## src/rtl/down_timer_pkg.sv

```systemverilog
// down_timer_pkg
//   Shared definitions for the down_timer block: state register width and
//   the IDLE/RUN/HOLD state encodings used by the top level.
package down_timer_pkg;

    localparam int STATE_W = 2;

    typedef enum logic [STATE_W-1:0] {
        IDLE = 2'd0,
        RUN  = 2'd1,
        HOLD = 2'd2
    } state_t;

endpackage

```

## src/rtl/down_timer_tick_gen.sv

```systemverilog
// tick_gen
//   Prescale counter for down_timer. Counts 0..PRESCALE-1 while enabled and
//   raises tick (combinationally) on the last count, wrapping back to 0 on
//   that edge. clr returns the counter to 0 and has priority over en.
// Ports
//   clk   in  rising-edge clock
//   rst   in  asynchronous active-high reset
//   en    in  advance the prescaler this edge
//   clr   in  force the prescaler to 0 this edge
//   tick  out high when the enabled prescaler is on its last count
module tick_gen
    import down_timer_pkg::*;
#(
    parameter int PRESCALE = 1
) (
    input  logic clk,
    input  logic rst,
    input  logic en,
    input  logic clr,
    output logic tick
);

    localparam int CW = (PRESCALE > 1) ? $clog2(PRESCALE) : 1;
    localparam logic [CW-1:0] LAST = CW'(PRESCALE - 1);

    logic [CW-1:0] cnt;

    assign tick = en && (cnt == LAST);

    always_ff @(posedge clk or posedge rst) begin
        if (rst) begin
            cnt <= '0;
        end else if (clr) begin
            cnt <= '0;
        end else if (en) begin
            if (cnt == LAST) begin
                cnt <= '0;
            end else begin
                cnt <= cnt + CW'(1);
            end
        end
    end

endmodule

```

## src/rtl/down_timer.sv

```systemverilog
// down_timer
//   Loadable WIDTH-bit down-counting timer. load captures load_val, start
//   begins a countdown from the current count, every PRESCALE enabled cycles
//   the count drops by one, and reaching zero produces a one-cycle done pulse.
//   pause freezes the countdown, stop aborts it leaving count untouched.
//   Edge priority: load > stop > start > pause > tick.
// Parameters
//   WIDTH     count width (>=2)
//   PRESCALE  clk cycles per decrement (>=1)
// Ports
//   clk, rst (async, active-high), load, load_val[WIDTH], start, pause, stop
//   count[WIDTH] out, busy out (RUN or HOLD), done out (expiry pulse)
// Configuration
//   DOWN_TIMER_AUTO_RELOAD_EN: load also captures a reload value; on expiry
//   the count restarts from it and the timer keeps running.
module down_timer
    import down_timer_pkg::*;
#(
    parameter int WIDTH    = 4,
    parameter int PRESCALE = 1
) (
    input  logic             clk,
    input  logic             rst,
    input  logic             load,
    input  logic [WIDTH-1:0] load_val,
    input  logic             start,
    input  logic             pause,
    input  logic             stop,
    output logic [WIDTH-1:0] count,
    output logic             busy,
    output logic             done
);

    state_t           state, state_n;
    logic [WIDTH-1:0] count_n;
    logic             done_n;
    logic             run_en;
    logic             pre_clr;
    logic             tick;

`ifdef DOWN_TIMER_AUTO_RELOAD_EN
    logic [WIDTH-1:0] reload;

    always_ff @(posedge clk or posedge rst) begin
        if (rst) begin
            reload <= '0;
        end else if (load) begin
            reload <= load_val;
        end
    end
`endif

    // The edge that leaves HOLD (pause low) already counts as a running
    // edge, so a pause sampled high on N edges delays expiry by exactly N.
    assign run_en  = ((state == RUN) || (state == HOLD)) && !pause && !load && !stop;
    assign pre_clr = load || stop || ((state == IDLE) && start);

    tick_gen #(
        .PRESCALE(PRESCALE)
    ) u_tick_gen (
        .clk (clk),
        .rst (rst),
        .en  (run_en),
        .clr (pre_clr),
        .tick(tick)
    );

    always_comb begin
        state_n = state;
        count_n = count;
        done_n  = 1'b0;
        if (load) begin
            count_n = load_val;
            state_n = IDLE;
        end else if (stop) begin
            state_n = IDLE;
        end else begin
            case (state)
                IDLE: begin
                    if (start) begin
                        if (count != '0) begin
                            state_n = RUN;
                        end else begin
                            done_n = 1'b1;
                        end
                    end
                end
                RUN, HOLD: begin
                    if (pause) begin
                        state_n = HOLD;
                    end else begin
                        state_n = RUN;
                        if (tick) begin
                            // count==0 while running only arises from a zero
                            // reload value; treat it as an expiry so the
                            // count can never wrap.
                            if (count <= WIDTH'(1)) begin
                                done_n = 1'b1;
`ifdef DOWN_TIMER_AUTO_RELOAD_EN
                                if (reload != '0) begin
                                    count_n = reload;
                                end else begin
                                    count_n = '0;
                                    state_n = IDLE;
                                end
`else
                                count_n = '0;
                                state_n = IDLE;
`endif
                            end else begin
                                count_n = count - WIDTH'(1);
                            end
                        end
                    end
                end
                default: state_n = IDLE;
            endcase
        end
    end

    always_ff @(posedge clk or posedge rst) begin
        if (rst) begin
            state <= IDLE;
            count <= '0;
            done  <= 1'b0;
        end else begin
            state <= state_n;
            count <= count_n;
            done  <= done_n;
        end
    end

    assign busy = (state != IDLE);

endmodule

```

## config.mk

```make
export PLATFORM = sky130hd
export DESIGN_NAME = down_timer
export DESIGN_NICKNAME = d
export VERILOG_FILES = /design/src/rtl/down_timer_pkg.sv /design/src/rtl/down_timer_tick_gen.sv /design/src/rtl/down_timer.sv
export SDC_FILE = /design/constraint.sdc
export NUM_CORES = 1
export LEC_CHECK = 0
export ABC_AREA = 1
export CORE_AREA = 8 8 46 48
export CTS_BUF_LIST = sky130_fd_sc_hd__clkbuf_4
export DETAILED_ROUTE_END_ITERATION = 16
export DIE_AREA = 0 0 54 56
export PLACE_DENSITY = 0.82
export SYNTH_ARGS = -nofsm -noshare
export SYNTH_HDL_FRONTEND = slang
export SYNTH_HIERARCHICAL = 1
export SYNTH_SLANG_ARGS = --single-unit
```

## constraint.sdc

```tcl
create_clock -name clk -period 1.4 [get_ports clk]
set_input_delay 0.28 -clock clk [delete_from_list [all_inputs] [get_ports clk]]
set_output_delay 0.28 -clock clk [all_outputs]
set_load 0.02 [all_outputs]
```

==> results.md <==
* Status: finished with violations
* Failing checks: negative setup slack
* Chip width at 54 µm
* Filler cells at 107
* Crit path time final at 1.47 ns
* Worst Setup EP: count[3]
* Multi-input logic area at 442 µm²
* Syn Inst Count at 83
* Gr usage total at 11.2%
* Cell breakdown of the critical path: inv_1 -> ha_4 -> inv_2 -> nor4_4 -> buf_4 -> nand3_4 -> nand3_2 -> nand2_1 -> inv_1 -> nand2_1
* Worst setup SP type: register
* GRT overflow at 0
* Final Wtd Congestion at 0.820
* Root Driver: clkbuf_4
* PnR Total Power at 0.000795 W
* F_max at 679 MHz
* Global-route wire length before repair at 2.73 mm
* Clock Latency Late Sink at 0.25 ns
* CTS tree: built
* Area growth from synthesis to layout at 62.4%
* Reg2reg path depth at 10
* Die H at 56 µm
* Hold bufs inserted after CTS at 0
* CTS buffer count at 3
* Slew @ Worst Pin at 0.290 ns
* Core ar. at 0.00144 mm²
* H-tree Lvls at 1
* Maximum VDD drop at 0.576 mV
* Vias/cell at 5.05
* Slew Limit Fails at 0
* Post-DP HPWL at 1.23 mm
* Largest net degree at the start of global routing at 8
* Worst min-delay path class: in -> async
* Mean post-synth cell area at 7.15 µm²
* Drt pass-1 iters at 4
* Number of cell rows at 14
* Crit path from: state[1]
* Routed Antenna Nets at 0
* RSZ-0062 raised after global routing: true
* Worst r2r dst: count[3]
* Period Utilization, post-route at 105%
* Slew headroom at 80.6%
* Ant diodes at 0
* CP required at 1.54 ns
* Vias at 657
* I/O pin total at 16
* Initial Util at 41.3%
* Crit path largest cell delay at 0.35 ns
* Hold Vio Cnt, Final at 0
* Vias in the first global route at 654
* Port Buffer Count at 15
* Nets@finish at 130
* YS warnings at 6
* Clock Skews at 0.00229 ns
* Avg WL per Cell at 12.9 µm
* Critical path data arrival time at 1.62 ns
* Most frequent cells in the layout: 23 x nand2_1, 14 x buf_4, 10 x inv_1, 9 x clkdlybuf4s50_1, 8 x nand3_2
* Total Routed Length at 1.68 mm
* Final core occ at 67.1%
* Pwr dens at 825 mW/mm²
* Clk sink count at 7
* Max Buffers Root-to-Sink at 2
* DIE AREA at 0.00302 mm²
* Clock slew at reported path FFs at 0.06 ns
* Initial DRC count at 9
* FF+latch area at 175 µm²
* Max cap viols at 0
* Flop-to-flop setup slack at -0.07 ns
* Layout cell share with drive strength beyond 1 at 37.7%
* Worst r2r src: state[1]
* Worst setup margin at -0.0720 ns
* Crit path max fanout at 5
* Net Count, Synth at 98
* Antenna violations before repair at 0
* Drc violations at 0
* Post-Syn Area at 593 µm²
* Commonest non-fill, non-tap cell in the layout: nand2_1
* Slowest-stage cell, CP: dfrtp_1
* Crit Path Class: reg -> reg
* Lkg Pwr at 0.487 nW
* Final setup viols at 5
* Critical Path End Type: register
==> stage by stage <==
stage | worst slack (ns) | setup TNS, ns | cells | hold slack, ns | area, µm²
after global routing | -0.141 | -0.621 | 130 | 0.299 | 963
after CTS | -0.0719 | -0.254 | 129 | 0.275 | 937
after global placement | -0.190 | -1.08 | 124 | 0.541 | 856
final | -0.0720 | -0.285 | 130 | 0.269 | 963
after floorplan | -0.0232 | -0.0608 | 83 | 0.0834 | 608
after detailed placement | -0.211 | -1.28 | 124 | 0.544 | 856
==> sequential cells by signal, indices dropped and copies added, names as in the netlist <==
signal,count
done,1
state,2
count,4
==> where the power goes <==
| part | switching (W) | internal [W] | total [W] |
|---|---|---|---|
| combinational | 0.000197 | 0.000148 | 0.000345 |
| clock | 0.0000805 | 0.000129 | 0.000209 |
| sequential | 0.0000177 | 0.000223 | 0.000240 |
| total | 0.000296 | 0.000499 | 0.000795 |
==> worst min-delay path by stage <==
stage,to,cells past startpoint
floorplan,count[0],1
global placement,state[1],2
detailed placement,state[0],2
CTS,count[1],2
global route,count[1],2
finish,count[1],2
==> metal layers <==
metal	global-route usage, %	part of all wire [%]	vias to the layer above
met2	19.7	51	5
met4	3.17	1.4	0
met3	1.60	1.4	2
met1	13.1	46	324
met5	0	0	-
li1	-	-	326
==> timing repair <==
item                                    CTS  global route
buffers inserted                          1             1
pin swaps                                 2             3
resized for setup                        17             7
endpoints found under the setup margin   12             8
==> worst max-delay path: cells and delay by family (launching register included) <==
| family | cells | cell delay (ns) |
|---|---|---|
| AND/OR/NAND/NOR | 5 | 0.42 |
| flip-flops | 1 | 0.35 |
| buffers and inverters | 4 | 0.33 |
| adder cells (fa/ha/maj) | 1 | 0.27 |
==> area by class of cell <==
cell class / count / area share (%)
multi-input cells: 60 / 45.8
inverters: 14 / 5.45
well taps: 16 / 2.08
flip-flops and latches: 7 / 18.2
clock buffers: 4 / 3.12
repair buffers: 29 / 25.3
Note: power is estimated with default switching activity, not from simulation.
